$ cat config.mk
export PLATFORM = sky130hd
export DESIGN_NAME = box_renderer
export DESIGN_NICKNAME = d
export VERILOG_FILES = /design/src/rtl/box_renderer_pkg.sv /design/src/rtl/box_scan_counter.sv /design/src/rtl/box_renderer.sv
export SDC_FILE = /design/constraint.sdc
export NUM_CORES = 1
export LEC_CHECK = 0
export BUFFER_PORTS_ARGS = -buffer_cell sky130_fd_sc_hd__buf_2
export CORE_MARGIN = 2
export CORE_UTILIZATION = 30
export DETAILED_ROUTE_END_ITERATION = 8
export GPL_ROUTABILITY_DRIVEN = 0
export PLACE_DENSITY_LB_ADDON = 0.25
export SYNTH_ARGS = -nofsm -noshare
export SYNTH_HDL_FRONTEND = slang
export SYNTH_HIERARCHICAL = 1
export SYNTH_SLANG_ARGS = --single-unit
$ cat constraint.sdc
create_clock -name CLOCK_50 -period 2.7 [get_ports CLOCK_50]
set_input_delay 0.405 -clock CLOCK_50 [delete_from_list [all_inputs] [get_ports CLOCK_50]]
set_output_delay 0.405 -clock CLOCK_50 [all_outputs]
set_load 0.005 [all_outputs]
$ cat src/rtl/box_renderer_pkg.sv
// Shared game constants for the box renderer.
//   SCREEN_W/SCREEN_H : visible frame size in pixels
//   *_COLOUR          : 3-bit RGB colours for the box and background
//   state_e           : renderer FSM encoding
package box_renderer_pkg;

  localparam int unsigned SCREEN_W = 160;
  localparam int unsigned SCREEN_H = 120;

  localparam logic [2:0] FLY_COLOUR  = 3'b110;
  localparam logic [2:0] FALL_COLOUR = 3'b011;
  localparam logic [2:0] BG_COLOUR   = 3'b000;

  typedef enum logic [1:0] {
    IDLE  = 2'd0,
    ERASE = 2'd1,
    DRAW  = 2'd2,
    DONE  = 2'd3
  } state_e;

endpackage

$ cat src/rtl/box_scan_counter.sv
// Row-major dx/dy scan counter over a BOX_SIZE x BOX_SIZE square.
//   CLOCK_50 : clock
//   resetn   : asynchronous active-low reset
//   start    : restart the scan at (0,0)
//   advance  : step to the next pixel (dx fastest, dy on dx wrap)
//   dx, dy   : current pixel offset
//   last     : current pixel is the final one of the square
module box_scan_counter #(
  parameter int unsigned BOX_SIZE = 4,
  parameter int unsigned CW       = $clog2(BOX_SIZE)
) (
  input  logic          CLOCK_50,
  input  logic          resetn,
  input  logic          start,
  input  logic          advance,
  output logic [CW-1:0] dx,
  output logic [CW-1:0] dy,
  output logic          last
);

  localparam logic [CW-1:0] MaxIdx = CW'(BOX_SIZE - 1);

  logic [CW-1:0] dx_q, dy_q;

  // BOX_SIZE is a power of two, so dy wraps to 0 after the last row on its own;
  // this lets ERASE roll straight into DRAW without an explicit restart.
  always_ff @(posedge CLOCK_50 or negedge resetn) begin
    if (!resetn) begin
      dx_q <= '0;
      dy_q <= '0;
    end else if (start) begin
      dx_q <= '0;
      dy_q <= '0;
    end else if (advance) begin
      if (dx_q == MaxIdx) begin
        dx_q <= '0;
        dy_q <= dy_q + CW'(1);
      end else begin
        dx_q <= dx_q + CW'(1);
      end
    end
  end

  assign dx   = dx_q;
  assign dy   = dy_q;
  assign last = (dx_q == MaxIdx) && (dy_q == MaxIdx);

endmodule

$ cat src/rtl/box_renderer.sv
// Per-tick box renderer: erases the box at its previous row, then draws it at
// the newly sampled row, one pixel per clock to the VGA plot port.
//   CLOCK_50, resetn        : clock, asynchronous active-low reset
//   game_tick               : one-cycle frame pulse, honoured only when idle
//   y_coordinate, flying    : box row and status from the box register
//   x_out, y_out, colour    : registered pixel address and colour
//   plot                    : registered pixel write enable
//   busy, frame_done        : update in progress / one-cycle completion pulse
module box_renderer #(
  parameter int unsigned BOX_X       = 20,
  parameter int unsigned BOX_SIZE    = 4,
  parameter int unsigned SCREEN_H    = box_renderer_pkg::SCREEN_H,
  parameter logic [2:0]  FLY_COLOUR  = box_renderer_pkg::FLY_COLOUR,
  parameter logic [2:0]  FALL_COLOUR = box_renderer_pkg::FALL_COLOUR,
  parameter logic [2:0]  BG_COLOUR   = box_renderer_pkg::BG_COLOUR
) (
  input  logic       CLOCK_50,
  input  logic       resetn,
  input  logic       game_tick,
  input  logic [6:0] y_coordinate,
  input  logic       flying,
  output logic [7:0] x_out,
  output logic [6:0] y_out,
  output logic [2:0] colour,
  output logic       plot,
  output logic       busy,
  output logic       frame_done
);

  import box_renderer_pkg::*;

  localparam int unsigned CW = $clog2(BOX_SIZE);

  state_e     state_q, state_d;
  logic [6:0] new_y_q, new_y_d;
  logic [2:0] new_col_q, new_col_d;
  logic [6:0] old_y_q, old_y_d;
  logic       have_old_q, have_old_d;

  logic          scan_start, scan_advance, scan_last;
  logic [CW-1:0] dx, dy;

  logic       scanning;
  logic [6:0] base_y;
  logic [7:0] sum_y;
  logic [2:0] pix_col;

  logic [7:0] x_d;
  logic [6:0] y_d;
  logic [2:0] colour_d;
  logic       plot_d, busy_d, frame_done_d;

  box_scan_counter #(
    .BOX_SIZE (BOX_SIZE),
    .CW       (CW)
  ) u_scan (
    .CLOCK_50 (CLOCK_50),
    .resetn   (resetn),
    .start    (scan_start),
    .advance  (scan_advance),
    .dx       (dx),
    .dy       (dy),
    .last     (scan_last)
  );

  always_comb begin
    state_d      = state_q;
    new_y_d      = new_y_q;
    new_col_d    = new_col_q;
    old_y_d      = old_y_q;
    have_old_d   = have_old_q;
    scan_start   = 1'b0;
    scan_advance = 1'b0;
    unique case (state_q)
      IDLE: begin
        if (game_tick) begin
          new_y_d    = y_coordinate;
          new_col_d  = flying ? FLY_COLOUR : FALL_COLOUR;
          scan_start = 1'b1;
          state_d    = have_old_q ? ERASE : DRAW;
        end
      end
      ERASE: begin
        scan_advance = 1'b1;
        if (scan_last) state_d = DRAW;
      end
      DRAW: begin
        scan_advance = 1'b1;
        if (scan_last) begin
          old_y_d    = new_y_q;
          have_old_d = 1'b1;
          state_d    = DONE;
        end
      end
      DONE: state_d = IDLE;
      default: state_d = IDLE;
    endcase
  end

  // Registered pixel stream: the current scan position becomes the output
  // pixel on the next edge. Clipped rows still burn their cycle with plot low.
  always_comb begin
    scanning     = (state_q == ERASE) || (state_q == DRAW);
    base_y       = (state_q == ERASE) ? old_y_q : new_y_q;
    pix_col      = (state_q == ERASE) ? BG_COLOUR : new_col_q;
    sum_y        = {1'b0, base_y} + 8'(dy);
    x_d          = scanning ? 8'(BOX_X) + 8'(dx) : x_out;
    y_d          = scanning ? sum_y[6:0] : y_out;
    colour_d     = scanning ? pix_col : colour;
    plot_d       = scanning && (32'(sum_y) < SCREEN_H);
    busy_d       = (state_q != IDLE);
    frame_done_d = (state_q == DONE);
  end

  always_ff @(posedge CLOCK_50 or negedge resetn) begin
    if (!resetn) begin
      state_q    <= IDLE;
      new_y_q    <= '0;
      new_col_q  <= '0;
      old_y_q    <= '0;
      have_old_q <= 1'b0;
      x_out      <= '0;
      y_out      <= '0;
      colour     <= '0;
      plot       <= 1'b0;
      busy       <= 1'b0;
      frame_done <= 1'b0;
    end else begin
      state_q    <= state_d;
      new_y_q    <= new_y_d;
      new_col_q  <= new_col_d;
      old_y_q    <= old_y_d;
      have_old_q <= have_old_d;
      x_out      <= x_d;
      y_out      <= y_d;
      colour     <= colour_d;
      plot       <= plot_d;
      busy       <= busy_d;
      frame_done <= frame_done_d;
    end
  end

endmodule

Word-level counts from Yosys, hierarchy flattened:

Index checks and enable logic that the tools add are counted.

* mux-type cells: 17
* equal/unequal tests: 8
* add/sub/neg operators: 4
* order comparisons: 1
* reduce and logical (&&, ||, !) cells: 12

Operator list (number)
* 2-bit two-way mux: 10
* 7-bit by 2-bit adder with 8-bit output: 1
* 2-bit equality test, second input constant: 4
* 8-bit by 7-bit less-than comparator with 1-bit output, second input constant: 1
* 2-bit one-hot mux with 4 select lines: 1
* 7-bit two-way mux: 1
* 5-bit by 2-bit adder with 6-bit output, first input constant: 1
* 3-bit two-way mux: 2
* 2-bit != test, second input constant: 3
* 2-bit AND reduction: 3
* 2-bit nonzero test: 3
* 2-bit by 1-bit adder with 2-bit output, second input constant: 2
* 1-bit two-way mux: 3
* 3-bit AND reduction: 1
* 2-bit by 1-bit equality test with 1-bit output, second input constant: 1
* 1-bit logical AND: 2
* 2-bit logical NOT: 1
* 2-bit OR reduction: 1
* 1-bit logical OR: 1

* register bits after elaboration: 45
* logic and storage cells: 55

Logic depth before layout (Yosys ltp):

* depth after elaboration: 5
* gate-level depth with buffers: 11
* depth with buffers taken out: 9

Modules after synthesis:

The synthesis kept the hierarchy.

By module, submodules not included
* box_renderer: seq. area each 900.9 µm², cells each 136, area each 1793.0 µm², times used 1
* box_scan_counter: seq. area each 100.1 µm², cells each 19, area each 214.0 µm², times used 1

Worst setup path before layout:

OpenSTA, ideal clock, no wires.

* path kind: reg-to-reg
* from: register state_q[1]
* to: register y_out[4]
* cell stages (with the launch flop): 12
* setup slack: 155 ps
* arrival: 2420 ps
* required time: 2575 ps
* cells stage by stage: dfrtp_1 > inv_1 > ha_1 > buf_6 > buf_12 > mux2_2 > ha_1 > fa_1 > inv_1 > nor3_1 > xor2_1 > mux2_2

* longest elaborated chain between the ends: 3
* elaborated cells between the ends (all ways): 5

RTL lines
* start, declared: line box_renderer.sv:34 `state_e state_q, state_d;`
* start signal, assigned: line box_renderer.sv:129 `state_q <= state_d;`
* 2-bit by 1-bit equality test with 1-bit output: line box_renderer.sv:103, box_renderer.sv:104
* 7-bit two-way mux: line box_renderer.sv:104 `base_y = (state_q == ERASE) ? old_y_q : new_y_q;`
* 7-bit by 2-bit adder with 8-bit output: line box_renderer.sv:106 `sum_y = {1'b0, base_y} + 8'(dy);`
* end signal, assigned: line box_renderer.sv:135 `y_out <= y_d;`
* end, declared: line box_renderer.sv:23 `output logic [6:0] y_out,`

Several ways; a longest one is shown, not always the timed one.
A chain may end at the register's enable or synchronous reset.

Final worst setup path:

* from: register state_q[1]
* to: register plot

* longest elaborated chain between the ends: 5
* elaborated cells between the ends (all ways): 7

RTL lines
* 2-bit by 1-bit equality test with 1-bit output: line box_renderer.sv:103, box_renderer.sv:104
* 7-bit two-way mux: line box_renderer.sv:104
* 7-bit by 2-bit adder with 8-bit output: line box_renderer.sv:106
* 8-bit by 7-bit less-than comparator with 1-bit output: line box_renderer.sv:110 `plot_d = scanning && (32'(sum_y) < SCREEN_H);`
* 1-bit logical AND *: line box_renderer.sv:110
* net plot_d: line box_renderer.sv:51 `logic plot_d, busy_d, frame_done_d;`
* end signal, assigned: line box_renderer.sv:137 `plot <= plot_d;`
* end, declared: line box_renderer.sv:25 `output logic plot,`

Mark *: on every way through the listed nets, which the timed path passes. The rest lies on a longest branch.

==> results.tsv <==
metric	value	unit
status	finished clean	
Num CTS Buffers	5	
area of placed instances	2185	µm²
Final setup viols	0	
# DRC	0	
Die X	85.79	µm
RSZ-0062 raised after global routing	false	
IO buf count	27	
sequential fraction of the synthesis area	49.88	%
Hold Slack	0.2300	ns
CP Max Fanout	4	
Yosys reg bits	40	
CP Buf/Inv Count	2	
Synth warnings	6	
Max Cap Viol	0	
antenna violations before repair	0	
critical path class	reg2reg	
total wire length	3436	µm
number of distinct library cells after synthesis	41	
CP required	2.86	ns
Max VDD drop	0.0004440	V
Worst Slack Setup Final	0.1970	ns
first-pass GRT wire length	5996	µm
commonest non-fill, non-tap cell in the layout	dfrtp_1	
Pwr Total	0.002613	W
worst reg2reg path depth	9	
Hold Crit Class	in2async	
Via density	4.595	
CTS Buffer Depth	2	
area grow syn2layout	12.72	%
Slew headroom	42.33	%
clk sink count	40	
I/O pin count	32	
Period Utilization, post-route	92.70	%
most frequent cells in the layout	dfrtp_1, buf_2, mux2_2, nor2_1, ha_1	
minimum clock period	2.503	ns
Hold-fix buffers, CTS	0	
DP Worst Slack	0.1911	ns
family with the most delay on the worst path	adder cells	
power density over the cells	1155	nW/µm²
global route total overflow	0	
synthesized area	2007	µm²
Peak Freq	399.5	MHz
r2r endpoint	plot	
Setup Fix Bufs, Post-CTS	0	
Crit Reg-Reg Startpoint	state_q[1]	
Starting Density	31.25	%
# resized after CTS	0	
Avg Cell Area, Syn	12.95	µm²
# diodes	0	
clk_lat worst skew	0.28	ns
endpoint class of the critical path	flip-flop	
final antenna-violating net count	0	
die area	7360	µm²
FF-to-FF setup slack	0.20	ns
Pins Over Slew Limit	0	
fin area	2262	µm²
via count	1204	
Slowest cell on crit path	fa_1	
clock skew after layout	0.004293	ns
hpwl dp	2550	µm
drt pass-1 iters	6	
Iter 0 DRT Violations	40	
final hold vios	0	
crit start category	flip-flop	
Slew @ Worst Pin	0.8650	ns
root buffer cell	clkbuf_8	
CP cell instances	inv_1 -> ha_1 -> mux2_2 -> ha_1 -> fa_1 -> inv_1 -> a221oi_4 -> mux2i_1 -> o41a_1	
per-cell routed wire length	13.11	µm
DIE HEIGHT	85.79	µm
setup TNS	0	ns
Leakage	1.053	nW
GR Util All Layers	10.41	%
H-tree Lvls	2	
layout cell share with drive strength beyond 1	36.22	%
Data arrival, critical path	2.67	ns
largest net degree at the start of global routing	41	
Row Count	29	
number of nets in the layout	206	
vias in the first global route	1241	
CTS tree	built	
Synth Instances	155	
Core Footprint	6422	µm²
crit-path max cell delay	0.42	ns
clock-pin slew on the worst setup and hold paths	0.07	ns
[logic make-up after synthesis]
kind of cell	count (synthesis)	share of synthesized area, %
other	1	0.1869
xor gates and xnor gates	4	1.746
muxes	36	19.89
buffers and inverters	15	4.925
adders and majority gates	10	6.609
DFF	40	49.88
and+or+nand+nor	29	8.728
AOI/OAI and AO/OA	20	8.044
[final cells by class]
cell class | instances | area, µm²
multi-input cells | 103 | 918.4
flip-flops and latches | 40 | 1001
repair buffers | 28 | 142.6
fillers | 647 | 4160
well taps | 77 | 96.34
clock buffers | 6 | 72.57
clock inverters | 1 | 5.005
inverters | 7 | 26.28
[flip-flops by register name, summed over array words and instances (netlist names)]
register / flops
busy: 1
colour: 3
frame_done: 1
have_old_q: 1
new_col_q: 3
new_y_q: 7
old_y_q: 7
plot: 1
state_q: 2
u_scan/dx: 2
u_scan/dy: 2
x_out: 3
y_out: 7
[worst register-to-register path, delay by kind of cell, from the launching register on]
family	cells	cell delay (ns)
buf+inv	2	0.29
mux	2	0.47
compound gates	2	0.38
flops	1	0.41
fa+ha+maj	3	0.84
[how the worst max path moves through the flow]
stage / to / depth (start not counted) / slack [ns] / from
final: plot / 9 / 0.20 / state_q[1]
after global routing: y_out[4] / 9 / 0.06 / state_q[1]
after CTS: plot / 9 / 0.17 / state_q[1]
after detailed placement: plot / 9 / 0.19 / state_q[1]
after global placement: y_out[4] / 9 / 0.27 / state_q[1]
after floorplan: y_out[4] / 11 / 0.16 / state_q[1]
[power by group]
group | internal, W | switching, W
clock | 0.000176 | 0.000195
sequential | 0.000843 | 0.000163
combinational | 0.000629 | 0.000607
total | 0.00165 | 0.000965
[synthesized netlist by cell type, drive strengths merged]
master	count	area (µm²)
nand2b	3	18.77
o21ai	2	10.01
and2	1	6.260
buf	8	72.57
a22o	3	26.28
or3b	1	8.760
nor2b	1	6.260
xor2	1	8.760
mux2	28	315.3
fa	1	20.02
nand3	4	32.53
nor2	9	33.78
o41a	1	11.26
nor3	1	5.000
a211oi	1	7.510
mux2i	8	83.83
a21oi	6	33.78
ha	9	112.6
conb	1	3.750
a21bo	1	10.01
inv	7	26.27
a31oi	1	6.260
a22oi	1	7.510
o21bai	1	7.510
nand3b	4	42.54
dfrtp	40	1001
o22ai	1	6.260
a2111oi	1	8.760
a221oi	1	26.28
nand2	4	15.01
xnor2	3	26.28
or2	1	6.260
[routing by layer]
metal | track usage, % | up-vias | wire, µm
met1 | 13.87 | 576 | 1667
li1 | - | 594 | -
met5 | 0 | - | 0
met4 | 3.463 | 0 | 47
met2 | 16.19 | 26 | 1563
met3 | 3.176 | 8 | 157
[through the flow]
stage,instances,util (%)
global route,262,35.22
finish,262,35.22
global placement,255,34.02
CTS,262,35.22
detailed placement,255,34.02
floorplan,158,-
Note: power is estimated with default switching activity, not from simulation.
